[src/rtl/seq_divider_pkg.sv]
// Shared types and helpers for the sequential restoring divider.
package seq_divider_pkg;

  localparam int DEFAULT_WIDTH = 8;

  // FIXUP is only reachable when the signed option is compiled in.
  typedef enum logic [1:0] {
    IDLE  = 2'd0,
    RUN   = 2'd1,
    DONE  = 2'd2,
    FIXUP = 2'd3
  } state_e;

  // Ceiling log2, never less than 1 so a counter always has a bit.
  function automatic int clog2(input int value);
    int w;
    w = 1;
    for (int i = 1; i < 31; i++) begin
      if ((1 << i) < value) w = i + 1;
    end
    return w;
  endfunction

endpackage

[src/rtl/seq_divider_step.sv]
// One combinational restoring-division step: shift in the next dividend
// bit, trial-subtract the divisor, keep the difference if non-negative.
import seq_divider_pkg::*;

module div_step #(
  parameter int WIDTH = DEFAULT_WIDTH
) (
  input  logic [WIDTH-1:0] rem_in,
  input  logic             bit_in,
  input  logic [WIDTH-1:0] divisor,
  output logic [WIDTH-1:0] rem_out,
  output logic             q_bit
);

  logic [WIDTH:0] shifted;
  logic [WIDTH:0] trial;
  logic [WIDTH:0] nxt;
  logic           unused_msb;

  // Trial subtraction is WIDTH+1 wide; the kept value is always < divisor,
  // so its top bit is zero and can be dropped.
  always_comb begin
    shifted    = {rem_in, bit_in};
    trial      = shifted - {1'b0, divisor};
    q_bit      = (shifted >= {1'b0, divisor});
    nxt        = q_bit ? trial : shifted;
    rem_out    = nxt[WIDTH-1:0];
    unused_msb = nxt[WIDTH];
  end

endmodule

[src/rtl/seq_divider.sv]
// Iterative unsigned restoring divider, one quotient bit per clock, with
// valid/ready request and result channels.
// Optional: define SEQ_DIVIDER_SIGNED_EN to add the signed_op input and a
// FIXUP state that restores two's-complement signs after a magnitude divide.
import seq_divider_pkg::*;

module seq_divider #(
  parameter int WIDTH = DEFAULT_WIDTH
) (
  input  logic             clk,
  input  logic             rst,
  input  logic             req_valid,
  output logic             req_ready,
  input  logic [WIDTH-1:0] dividend,
  input  logic [WIDTH-1:0] divisor,
`ifdef SEQ_DIVIDER_SIGNED_EN
  input  logic             signed_op,
`endif
  output logic             res_valid,
  input  logic             res_ready,
  output logic [WIDTH-1:0] quotient,
  output logic [WIDTH-1:0] remainder,
  output logic             div_by_zero
);

  localparam int CW = clog2(WIDTH);

  state_e           state_q, state_d;
  logic [CW-1:0]    cnt_q, cnt_d;
  logic [WIDTH-1:0] rem_q, rem_d;     // partial remainder
  logic [WIDTH-1:0] work_q, work_d;   // dividend shifts out MSB, quotient bits enter LSB
  logic [WIDTH-1:0] dvs_q, dvs_d;
  logic [WIDTH-1:0] quot_q, quot_d;
  logic [WIDTH-1:0] remd_q, remd_d;
  logic             dz_q, dz_d;
  logic [WIDTH-1:0] step_rem;
  logic             step_q;
  logic [WIDTH-1:0] dvd_mag, dvs_mag;
`ifdef SEQ_DIVIDER_SIGNED_EN
  logic             sgn_q, sgn_d;
  logic             nq_q, nq_d;       // negate quotient in FIXUP
  logic             nr_q, nr_d;       // negate remainder in FIXUP
  logic             dvd_neg, dvs_neg;
`endif

  div_step #(.WIDTH(WIDTH)) u_step (
    .rem_in  (rem_q),
    .bit_in  (work_q[WIDTH-1]),
    .divisor (dvs_q),
    .rem_out (step_rem),
    .q_bit   (step_q)
  );

  assign req_ready   = (state_q == IDLE);
  assign res_valid   = (state_q == DONE);
  assign quotient    = quot_q;
  assign remainder   = remd_q;
  assign div_by_zero = dz_q;

  // Operand magnitudes fed into the unsigned core at accept time.
  always_comb begin
`ifdef SEQ_DIVIDER_SIGNED_EN
    dvd_neg = signed_op & dividend[WIDTH-1];
    dvs_neg = signed_op & divisor[WIDTH-1];
    dvd_mag = dvd_neg ? (~dividend + 1'b1) : dividend;
    dvs_mag = dvs_neg ? (~divisor + 1'b1) : divisor;
`else
    dvd_mag = dividend;
    dvs_mag = divisor;
`endif
  end

  // Next-state and datapath control.
  always_comb begin
    state_d = state_q;
    cnt_d   = cnt_q;
    rem_d   = rem_q;
    work_d  = work_q;
    dvs_d   = dvs_q;
    quot_d  = quot_q;
    remd_d  = remd_q;
    dz_d    = dz_q;
`ifdef SEQ_DIVIDER_SIGNED_EN
    sgn_d   = sgn_q;
    nq_d    = nq_q;
    nr_d    = nr_q;
`endif
    case (state_q)
      IDLE: begin
        if (req_valid) begin
          dz_d = 1'b0;
          if (divisor == '0) begin
            // Divide by zero short-circuits straight to the result.
            state_d = DONE;
            quot_d  = '1;
            remd_d  = dividend;
            dz_d    = 1'b1;
          end else begin
            state_d = RUN;
            cnt_d   = '0;
            rem_d   = '0;
            work_d  = dvd_mag;
            dvs_d   = dvs_mag;
`ifdef SEQ_DIVIDER_SIGNED_EN
            sgn_d   = signed_op;
            nq_d    = dvd_neg ^ dvs_neg;
            nr_d    = dvd_neg;
`endif
          end
        end
      end
      RUN: begin
        rem_d  = step_rem;
        work_d = {work_q[WIDTH-2:0], step_q};
        cnt_d  = cnt_q + CW'(1);
        if (cnt_q == CW'(WIDTH - 1)) begin
`ifdef SEQ_DIVIDER_SIGNED_EN
          if (sgn_q) begin
            state_d = FIXUP;
          end else begin
            state_d = DONE;
            quot_d  = {work_q[WIDTH-2:0], step_q};
            remd_d  = step_rem;
          end
`else
          state_d = DONE;
          quot_d  = {work_q[WIDTH-2:0], step_q};
          remd_d  = step_rem;
`endif
        end
      end
`ifdef SEQ_DIVIDER_SIGNED_EN
      FIXUP: begin
        // MIN/-1 falls out naturally: magnitude MIN negates back to MIN.
        state_d = DONE;
        quot_d  = nq_q ? (~work_q + 1'b1) : work_q;
        remd_d  = nr_q ? (~rem_q + 1'b1) : rem_q;
      end
`endif
      DONE: begin
        if (res_ready) state_d = IDLE;
      end
      default: state_d = IDLE;
    endcase
  end

  // State registers with synchronous reset; reset discards any in-flight op.
  always_ff @(posedge clk) begin
    if (rst) begin
      state_q <= IDLE;
      cnt_q   <= '0;
      rem_q   <= '0;
      work_q  <= '0;
      dvs_q   <= '0;
      quot_q  <= '0;
      remd_q  <= '0;
      dz_q    <= 1'b0;
`ifdef SEQ_DIVIDER_SIGNED_EN
      sgn_q   <= 1'b0;
      nq_q    <= 1'b0;
      nr_q    <= 1'b0;
`endif
    end else begin
      state_q <= state_d;
      cnt_q   <= cnt_d;
      rem_q   <= rem_d;
      work_q  <= work_d;
      dvs_q   <= dvs_d;
      quot_q  <= quot_d;
      remd_q  <= remd_d;
      dz_q    <= dz_d;
`ifdef SEQ_DIVIDER_SIGNED_EN
      sgn_q   <= sgn_d;
      nq_q    <= nq_d;
      nr_q    <= nr_d;
`endif
    end
  end

endmodule

[config.mk]
export PLATFORM = sky130hd
export DESIGN_NAME = seq_divider
export DESIGN_NICKNAME = d
export VERILOG_FILES = /design/src/rtl/seq_divider_pkg.sv /design/src/rtl/seq_divider_step.sv /design/src/rtl/seq_divider.sv
export SDC_FILE = /design/constraint.sdc
export NUM_CORES = 1
export LEC_CHECK = 0
export CAP_MARGIN = 10
export CORE_MARGIN = 2
export CORE_UTILIZATION = 57
export CTS_BUF_LIST = sky130_fd_sc_hd__clkbuf_16
export DETAILED_ROUTE_END_ITERATION = 8
export PLACE_DENSITY = 0.85
export RECOVER_POWER = 100
export SETUP_SLACK_MARGIN = 0.4
export SLEW_MARGIN = 20
export SYNTH_ARGS = -nofsm -noshare
export SYNTH_HDL_FRONTEND = slang
export SYNTH_SLANG_ARGS = --single-unit
[constraint.sdc]
create_clock -name clk -period 5.1 [get_ports clk]
set_clock_uncertainty 0.15 [all_clocks]
set_input_delay 0.51 -clock clk [delete_from_list [all_inputs] [get_ports clk]]
set_output_delay 0.51 -clock clk [all_outputs]
set_load 0.1 [all_outputs]
==> impl_metrics.env, run 1 <==
export IMPL_setup_viol=0
export IMPL_layout_drive_gt1_share=0.06189
export IMPL_antenna_found_initial=0
export IMPL_outcome="finished clean"
export IMPL_die_area_um2=4617
export IMPL_place_inst=349
export IMPL_synth_nets=307
export IMPL_max_slew_margin_rel=0.1598
export IMPL_route_vias_total=2025
export IMPL_power_switching_mw=0.3915
export IMPL_place_congestion=0.8124
export IMPL_final_net_count=337
export IMPL_core_area_um2=3971
export IMPL_tightest_slew_ps=1260
export IMPL_first_global_vias=1920
export IMPL_cp_max_fo=34
export IMPL_dieWidth_um=67.95
export IMPL_synth_cell_types=44
export IMPL_die_h_um=67.95
export IMPL_leakage_nw=1.147
export IMPL_grt_pass1_wl_um=8431
export IMPL_routedWlPerCell_um=14.23
export IMPL_fin_crit_sh=0.6099
export IMPL_ios=39
export IMPL_utilization=0.7180
export IMPL_avgSynthCellArea_um2=8.446
export IMPL_yosys_warnings=0
export IMPL_crit_path_start_kind="input port"
export IMPL_vdd_drop_max_v=0.0002182
export IMPL_ctsHoldBuffers=0
export IMPL_path_cells="dlygate4sd3_1 -> nor4_1 -> nand4_1 -> a21oi_4 -> nor2_2 -> a2111oi_0 -> o31a_1"
export IMPL_power_density_nw_per_um2=410.8
export IMPL_cts_tree="done"
export IMPL_dp_hpwl_um=3659
export IMPL_hold_viol_final=0
export IMPL_synth_area_leaders="dfxtp_1 (40%), nor2_1 (8.4%), ha_1 (5.4%), nand2_1 (5.3%), a311oi_1 (5.3%)"
export IMPL_ant_nets=0
export IMPL_cts_root_buf="clkbuf_16"
export IMPL_cts_path_max_buffers=2
export IMPL_fin_cells=357
export IMPL_drtPass1Iterations=4
export IMPL_finalSetupTns_ps=0
export IMPL_worstPathRequired_ps=5180
export IMPL_clk_latency_ps=290
export IMPL_cts_setup_buffers=0
export IMPL_critical_path_max_stage_delay_ps=700
export IMPL_post_cts_resized=0
export IMPL_cts_max_level=2
export IMPL_fmax_mhz=321.5
export IMPL_grt_setup_unrepaired="no"
export IMPL_hold_class="reg -> reg"
export IMPL_route_detailed_drc=0
export IMPL_drt_iter0_drc=177
export IMPL_cap_violations=0
export IMPL_power_mw=1.172
export IMPL_numCtsBuffers=5
export IMPL_start_util=0.5870
export IMPL_worstSetupEndpointType="flop"
export IMPL_synth_area_um2=2331
export IMPL_synth_top_area_frac=0.3951
export IMPL_cts_sinks=46
export IMPL_diodes=0
export IMPL_wirelength_um=5080
export IMPL_netlist_instances=276
export IMPL_setup_ws_ps=1990
export IMPL_grt_overflow=0
export IMPL_grt_usage=0.2423
export IMPL_period_minus_slack_ps=3110
export IMPL_area_growth_pct=22.33
export IMPL_p_int_mw=0.7801
export IMPL_power_share_clock=0.318
export IMPL_slowest_stage="a21oi_4"
export IMPL_ys_seq_area_frac=0.3951
export IMPL_p_seq_frac=0.352
export IMPL_p_sw_frac=0.3341
export IMPL_critPathKind="in -> reg"
export IMPL_pwr_share_comb=0.331
export IMPL_placementRows=23
export IMPL_grt_start_max_net_pins=35
export IMPL_port_buffers=38
export IMPL_final_common_cell="nor2_1"
export IMPL_clk_pin_slew_ps=70
export IMPL_dpl_worst_slack_ps=2035
export IMPL_via_per_inst=5.672
export IMPL_final_cell_mix="nor2_1 (52), dfxtp_1 (46), nand2_1 (33)"
export IMPL_yosysTopAreaCell="dfxtp_1"
export IMPL_slew_violations=0
export IMPL_ys_ff_latch=46
export IMPL_crit_arrival_ps=3190
-- cell usage after synthesis --
library cell and number:
inv_1 12, a2111oi_2 1, xor2_1 1, nand2b_1 1, a21oi_2 1, nor4b_1 1, o2111ai_1 1, nand2_1 33
a2bb2oi_1 1, nand3_1 4, and2_1 3, a21bo_2 2, fa_1 1, xnor2_1 3, o21a_1 3, dfxtp_1 46
mux2_2 3, mux2i_1 9, o22ai_1 1, a22oi_1 2, nand4_1 1, nor3_1 2, ha_1 10, nor4_4 2
nor2_2 1, a211oi_1 8, nor2_1 52, o211ai_1 3, a21oi_1 14, clkbuf_1 7, a21boi_0 2, a21o_1 2
o21ai_0 4, buf_2 8, buf_4 2, and3_1 1, a311oi_1 14, or2_2 1, o221ai_1 1, a21oi_4 1
a31oi_1 2, nor2b_1 6, o31a_1 2, or3_1 1
-- state kept, by name, indices dropped and copies added, names as in the netlist --
signal / cells
dvs_q: 8
quotient: 8
rem_q: 8
remainder: 8
work_q: 8
cnt_q: 3
state_q: 2
div_by_zero: 1
-- stage by stage --
step	hold WS (ps)	cell area (µm²)
2_1_floorplan	293.6	2331
3_3_place_gp	307.0	2708
3_5_place_dp	318.3	2708
4_1_cts	325.7	2877
5_1_grt	364.3	2851
6_report	324.6	2851
-- cells by family (layout without fill, tap and decap cells) --
logic type,Yosys count,in the layout,share of synthesized area
AOI/OAI and AO/OA,65,65,0.2083
xor gates and xnor gates,4,4,0.01503
adders and majority gates,11,11,0.06227
buffers and inverters,29,60,0.05421
DFF,46,46,0.3951
muxes,12,12,0.05314
and+or+nand+nor,109,109,0.2120
-- final timing paths --
kind | cells past startpoint | slack (ps) | end | start
worst min-delay path | 2 | 320 | work_q[0] | work_q[0]
worst min register to register | 2 | 320 | work_q[0] | work_q[0]
worst max register to register | 8 | 2590 | remainder[3] | dvs_q[4]
worst max-delay path | 7 | 1990 | remainder[7] | divisor[0]
-- power groups by stage --
stage	sequential, mW	combinational (mW)	clock (mW)
finish	0.412	0.387	0.372
floorplan	0.413	0.308	0
CTS	0.411	0.385	0.371
detailed placement	0.418	0.381	0
global placement	0.418	0.371	0
global route	0.415	0.432	0.387
-- final cells by class --
class | instances | area [µm²]
clock inverters | 3 | 43.79
multi-input cells | 201 | 1259
repair buffers | 40 | 395.4
inverters | 12 | 45.04
fillers | 336 | 1120
well taps | 50 | 62.56
clock buffers | 5 | 125.1
flip-flops and latches | 46 | 920.9
-- worst max-delay path: cells and delay by family --
kind                   cells  cell delay, ps
buffers and inverters      1             560
AND/OR/NAND/NOR            3             790
AO/OA/AOI/OAI              3            1320
-- layer usage --
| metal | global-route usage | vias to the layer above | routed length, µm |
|---|---|---|---|
| met5 | 0 | - | 0 |
| met4 | 0.06750 | 0 | 57 |
| met3 | 0.05592 | 5 | 261 |
| met2 | 0.4320 | 54 | 2516 |
| met1 | 0.2898 | 938 | 2244 |
| li1 | - | 1028 | - |
Power figures use the tool's default switching activity.
==> run 2: changes to the inputs <==
Settings changed: CORE_UTILIZATION 57 to 53, PLACE_DENSITY 0.85 to 0.8.
Clock period 5.1 ns to 3.2 ns, I/O delays scaled along.
==> run 2 against run 1 <==
Against the previous run: via count is 1.9% higher; power is 52% higher; global-route usage is 2.8 points lower; setup slack worse by 1500 ps; critical endpoint is now remainder[1]; routed wire length is 0.85% lower; core utilization is 5.7 points lower; first-iteration DRC count is 32% lower; clock power is 39% higher; combinational power is 58% higher; die area is 7.1% higher; sequential share of layout area is 0.16 points higher.
==> impl_metrics.env, run 2 (synthesis gave the netlist of run 1 again) <==
export IMPL_p_sw_frac=0.3459
export IMPL_placementRows=24
export IMPL_final_net_count=341
export IMPL_power_switching_mw=0.6161
export IMPL_numCtsBuffers=5
export IMPL_wirelength_um=5037
export IMPL_crit_start="divisor[0]"
export IMPL_layout_drive_gt1_share=0.07074
export IMPL_hold_class="reg -> reg"
export IMPL_die_area_um2=4945
export IMPL_grt_setup_unrepaired="no"
export IMPL_cts_root_buf="clkbuf_16"
export IMPL_antenna_found_initial=0
export IMPL_r2r_start="dvs_q[4]"
export IMPL_power_mw=1.781
export IMPL_fin_crit_sh=0.8414
export IMPL_power_share_clock=0.290
export IMPL_slew_violations=0
export IMPL_clk_pin_slew_ps=60
export IMPL_route_vias_total=2063
export IMPL_area_growth_pct=21.74
export IMPL_drt_iter0_drc=121
export IMPL_grt_usage=0.2147
export IMPL_dieWidth_um=70.32
export IMPL_period_minus_slack_ps=2692
export IMPL_max_slew_margin_rel=0.2305
export IMPL_final_common_cell="nor2_1"
export IMPL_routedWlPerCell_um=13.88
export IMPL_grt_pass1_wl_um=8466
export IMPL_finalSetupTns_ps=0
export IMPL_cp_max_fo=20
export IMPL_place_congestion=0.8396
export IMPL_first_global_vias=1852
export IMPL_port_buffers=38
export IMPL_core_area_um2=4294
export IMPL_ant_nets=0
export IMPL_hold_viol_final=0
export IMPL_cap_violations=0
export IMPL_crit_path_start_kind="input port"
export IMPL_dp_hpwl_um=3602
export IMPL_grt_start_max_net_pins=27
export IMPL_ios=39
export IMPL_place_inst=355
export IMPL_ctsHoldBuffers=0
export IMPL_drtPass1Iterations=4
export IMPL_crit_arrival_ps=2740
export IMPL_grt_overflow=0
export IMPL_leakage_nw=1.128
export IMPL_critPathKind="in -> reg"
export IMPL_vdd_drop_max_v=0.0003638
export IMPL_cts_setup_buffers=0
export IMPL_clk_latency_ps=290
export IMPL_fmax_mhz=371.4
export IMPL_tightest_slew_ps=1159
export IMPL_cts_tree="done"
export IMPL_via_per_inst=5.683
export IMPL_diodes=0
export IMPL_worstPathRequired_ps=3250
export IMPL_die_h_um=70.32
export IMPL_outcome="finished clean"
export IMPL_final_cell_mix="nor2_1 (51), dfxtp_1 (46), nand2_1 (33)"
export IMPL_hold_start="cnt_q[0]"
export IMPL_worstSetupEndpointType="flop"
export IMPL_p_seq_frac=0.368
export IMPL_cts_sinks=46
export IMPL_start_util=0.5428
export IMPL_cts_path_max_buffers=2
export IMPL_route_detailed_drc=0
export IMPL_r2r_setup_slack_ps=680
export IMPL_p_int_mw=1.165
export IMPL_power_density_nw_per_um2=627.8
export IMPL_pwr_share_comb=0.343
export IMPL_fin_cells=363
export IMPL_post_cts_resized=0
export IMPL_cts_max_level=2
export IMPL_setup_viol=0
run 2: cell count changes in the layout (fill, tap and decap cells not counted):
cell,before,now
clkinv_2,1,0
clkbuf_1,0,5
clkbuf_2,0,1
nor2_1,52,51
nor2_2,1,2
dlygate4sd3_1,20,17
clkinvlp_4,0,2
buf_4,2,3
bufinv_16,1,0
run 2: worst max-delay path, cell delays in order:
cell and delay, ps:
dlygate4sd3_1 550, nor4_1 480, nand4_1 230, a21oi_4 410, clkbuf_2 410, nor2_1 90, a311oi_1 240
run 2: path summary, 6_finish.rpt:
| check | cells past startpoint | endpoint |
|---|---|---|
| setup / recovery | 7 | remainder[1] |
| setup reg to reg | 8 | remainder[3] |
| hold / removal | 1 | cnt_q[0] |
| hold reg to reg | 1 | cnt_q[0] |
run 2: power by group through the flow:
stage          logic [mW]  registers, mW  clock network [mW]
5_1_grt             0.683          0.662               0.554
6_report            0.611          0.655               0.516
3_5_place_dp        0.607          0.666                   0
3_3_place_gp        0.598          0.666                   0
4_1_cts             0.613          0.654               0.525
2_1_floorplan       0.492          0.658                   0
run 2: per-layer routing:
layer | part of all wire | global-route usage | up-vias
li1 | - | - | 1039
met1 | 0.44 | 0.2749 | 943
met2 | 0.47 | 0.3375 | 70
met3 | 0.069 | 0.06349 | 11
met4 | 0.022 | 0.08761 | 0
met5 | 0 | 0 | -
run 2: per-stage QoR:
stage	hold slack [ps]	util	cell area (µm²)	setup slack (ps)
after detailed placement	316.2	0.6369	2735	595.3
after floorplan	293.6	-	2333	806.8
after global placement	308.4	0.6369	2735	650.9
after global routing	339.9	0.6608	2838	287.5
after CTS	326.7	0.6716	2884	706.2
final	322.8	0.6608	2838	507.5
run 2: final cells by class:
class | count | area [µm²]
Inverter | 12 | 45.04
Tap cell | 52 | 65.06
Sequential cell | 46 | 920.9
Fill cell | 391 | 1456
Clock buffer | 5 | 125.1
Timing Repair Buffer | 44 | 396.6
Clock inverter | 3 | 23.77
Multi-Input combinational cell | 201 | 1261
==> variant, RTL diff (settings of run 2) <==
Build with the macro `SEQ_DIVIDER_SIGNED_EN` defined.
--- a/src/rtl/seq_divider.sv
+++ b/src/rtl/seq_divider.sv
@@ -2,6 +2,8 @@
 // valid/ready request and result channels.
 // Optional: define SEQ_DIVIDER_SIGNED_EN to add the signed_op input and a
 // FIXUP state that restores two's-complement signs after a magnitude divide.
+`define SEQ_DIVIDER_SIGNED_EN
+
 import seq_divider_pkg::*;
 
 module seq_divider #(
Interface: changed (added signed_op); port bits go from 39 to 40. No check against the original RTL was run, so the function may have changed too.
==> variant against run 2 <==
- wire length is 65% higher
- utilization shrank 2.3 points
- worst setup slack worse by 0.015 ns
- power down 0.33%
- final area rose by 31%
- hold slack worse by 0.015 ns
- sequential cell count grew 3
- final cell count up 44%
- area after synthesis grew 35%
- critical path type unchanged
==> variant: results (changes against run 2) <==
- Worst Reg2Reg Path Length in Cells: 6 (-2)
- Comb. pwr: 0.576 mW (-5.7%)
- Port Buffers: 39 (+2.6%)
- Reg2Reg Launch Point: rem_q[5]
- Slowest library cell on the worst path: sky130_fd_sc_hd__dlygate4sd3_1
- Number of cells on the worst hold path: 2 (+1)
- Syn Nets: 450 (+47%)
- Setup slack on the worst flop-to-flop path: 0.62 ns (-0.06 ns)
- Routed length per instance: 15.9 microns (+14%)
- Worst-case setup margin in the final layout: 0.493 ns (-0.0150 ns)
- Leading post-synthesis cells by instance count: sky130_fd_sc_hd__dfxtp_1, sky130_fd_sc_hd__nor2_1, sky130_fd_sc_hd__nand2_1, sky130_fd_sc_hd__a21oi_1, sky130_fd_sc_hd__inv_1
- Gr usage total: 0.265 (+0.0501)
- Util after Layout: 0.638 (-0.0229)
- Worst hold slack: 0.308 ns (-0.0146 ns)
- Max incr delay on CP: 0.58 ns (+0.03 ns)
- Gp weighted congestion: 1.02 (+21%)
- Share of total power in sequential cells: 0.394 (+0.026)
- Most area-consuming cells after synthesis: sky130_fd_sc_hd__dfxtp_1, sky130_fd_sc_hd__nor2_1, sky130_fd_sc_hd__a21oi_1
- Fillcell total: 535 (+37%)
- Worst setup startpoint: divisor[1]
- Total internal power: 1.16 mW (-0.77%)
- Worst min-delay path endpoint: div_by_zero
- Fraction of final layout cells with drive strength greater than 1: 0.0423 (-0.0284)
- Outcome: completed
- Async SR Flop Fraction: 0 (unchanged)
- Pin count of the biggest net entering global routing: 35 (+30%)
- Count of mapped cells out of synthesis: 414 (+50%)
- IR drop worst, VDD: 0.337 mV (-7.4%)
- Combinational share of power: 0.324 (-0.019)
- Number of nets in the final layout: 484 (+42%)
- 1st-iter DRT viols: 381 (+210%)
- Endpoint of the most critical register-to-register path: remainder[5]
- Worst EP arrival: 2.77 ns (+0.03 ns)
- Synth cell types: 53 (+20%)
- Critical path peak fanout: 10 (-50%)
- Leakage power figure: 1.41 nW (+25%)
- Global-route wire length before repair: 13700 microns (+61%)
- Placed Cells incl. Taps: 516 (+45%)
- Worst path top cell family by delay: simple AND/OR/NAND/NOR gates
- Detail-routed via count per cell: 6.14 (+8.1%)
- Origin of the worst min-delay path: div_by_zero
- Worst Tran Pin Value: 1.17 ns (+0.00597 ns)
- Total detailed-routing wirelength: 8330 microns (+65%)
- Via count of the first global-routing pass: 2931 (+58%)
- Sequential element share of the synthesized area: 0.312 (-0.0831)
- Half-perimeter wire length of the detailed placement result: 6260 microns (+74%)
==> variant: changes by cell type after synthesis, moves of 9 or more <==
| cell | run 2 | this run |
|---|---|---|
| sky130_fd_sc_hd__a21oi_1 | 14 | 35 |
| sky130_fd_sc_hd__o21ai_0 | 4 | 21 |
| sky130_fd_sc_hd__nor3_1 | 2 | 15 |
| sky130_fd_sc_hd__nand2_1 | 33 | 42 |
| sky130_fd_sc_hd__xnor2_1 | 3 | 13 |
| sky130_fd_sc_hd__inv_1 | 12 | 26 |
| sky130_fd_sc_hd__a31oi_1 | 2 | 13 |
==> variant: per-layer routing <==
| metal | routed length [microns] | part of all wire | global-route usage | up-vias |
|---|---|---|---|---|
| li1 | - | - | - | 1578 |
| met1 | 3780 | 0.45 | 0.354 | 1485 |
| met2 | 3790 | 0.46 | 0.431 | 139 |
| met3 | 595 | 0.071 | 0.0444 | 17 |
| met4 | 157 | 0.019 | 0.0966 | 0 |
| met5 | 0 | 0 | 0 | - |
==> variant: layout make-up <==
cell class | instances | share of cell area
inverters | 27 | 0.0273
well taps | 75 | 0.0253
clock buffers | 5 | 0.0337
repair buffers | 48 | 0.122
flip-flops and latches | 49 | 0.264
clock inverters | 3 | 0.00304
multi-input cells | 317 | 0.524
==> variant: logic make-up after synthesis <==
logic type | after synthesis | share of synthesized area
multiplexers | 3 | 0.00955
AO/OA/AOI/OAI | 142 | 0.302
adder cells (fa/ha/maj) | 15 | 0.0621
XOR/XNOR | 19 | 0.0529
flip-flops | 49 | 0.312
AND/OR/NAND/NOR | 138 | 0.196
buffers and inverters | 48 | 0.0657
==> variant: what timing repair did <==
| item | in CTS | in global routing |
|---|---|---|
| setup endpoints to repair | 0 | 3 |
| resized for setup | 0 | 1 |
| hold endpoints to repair | 0 | 0 |
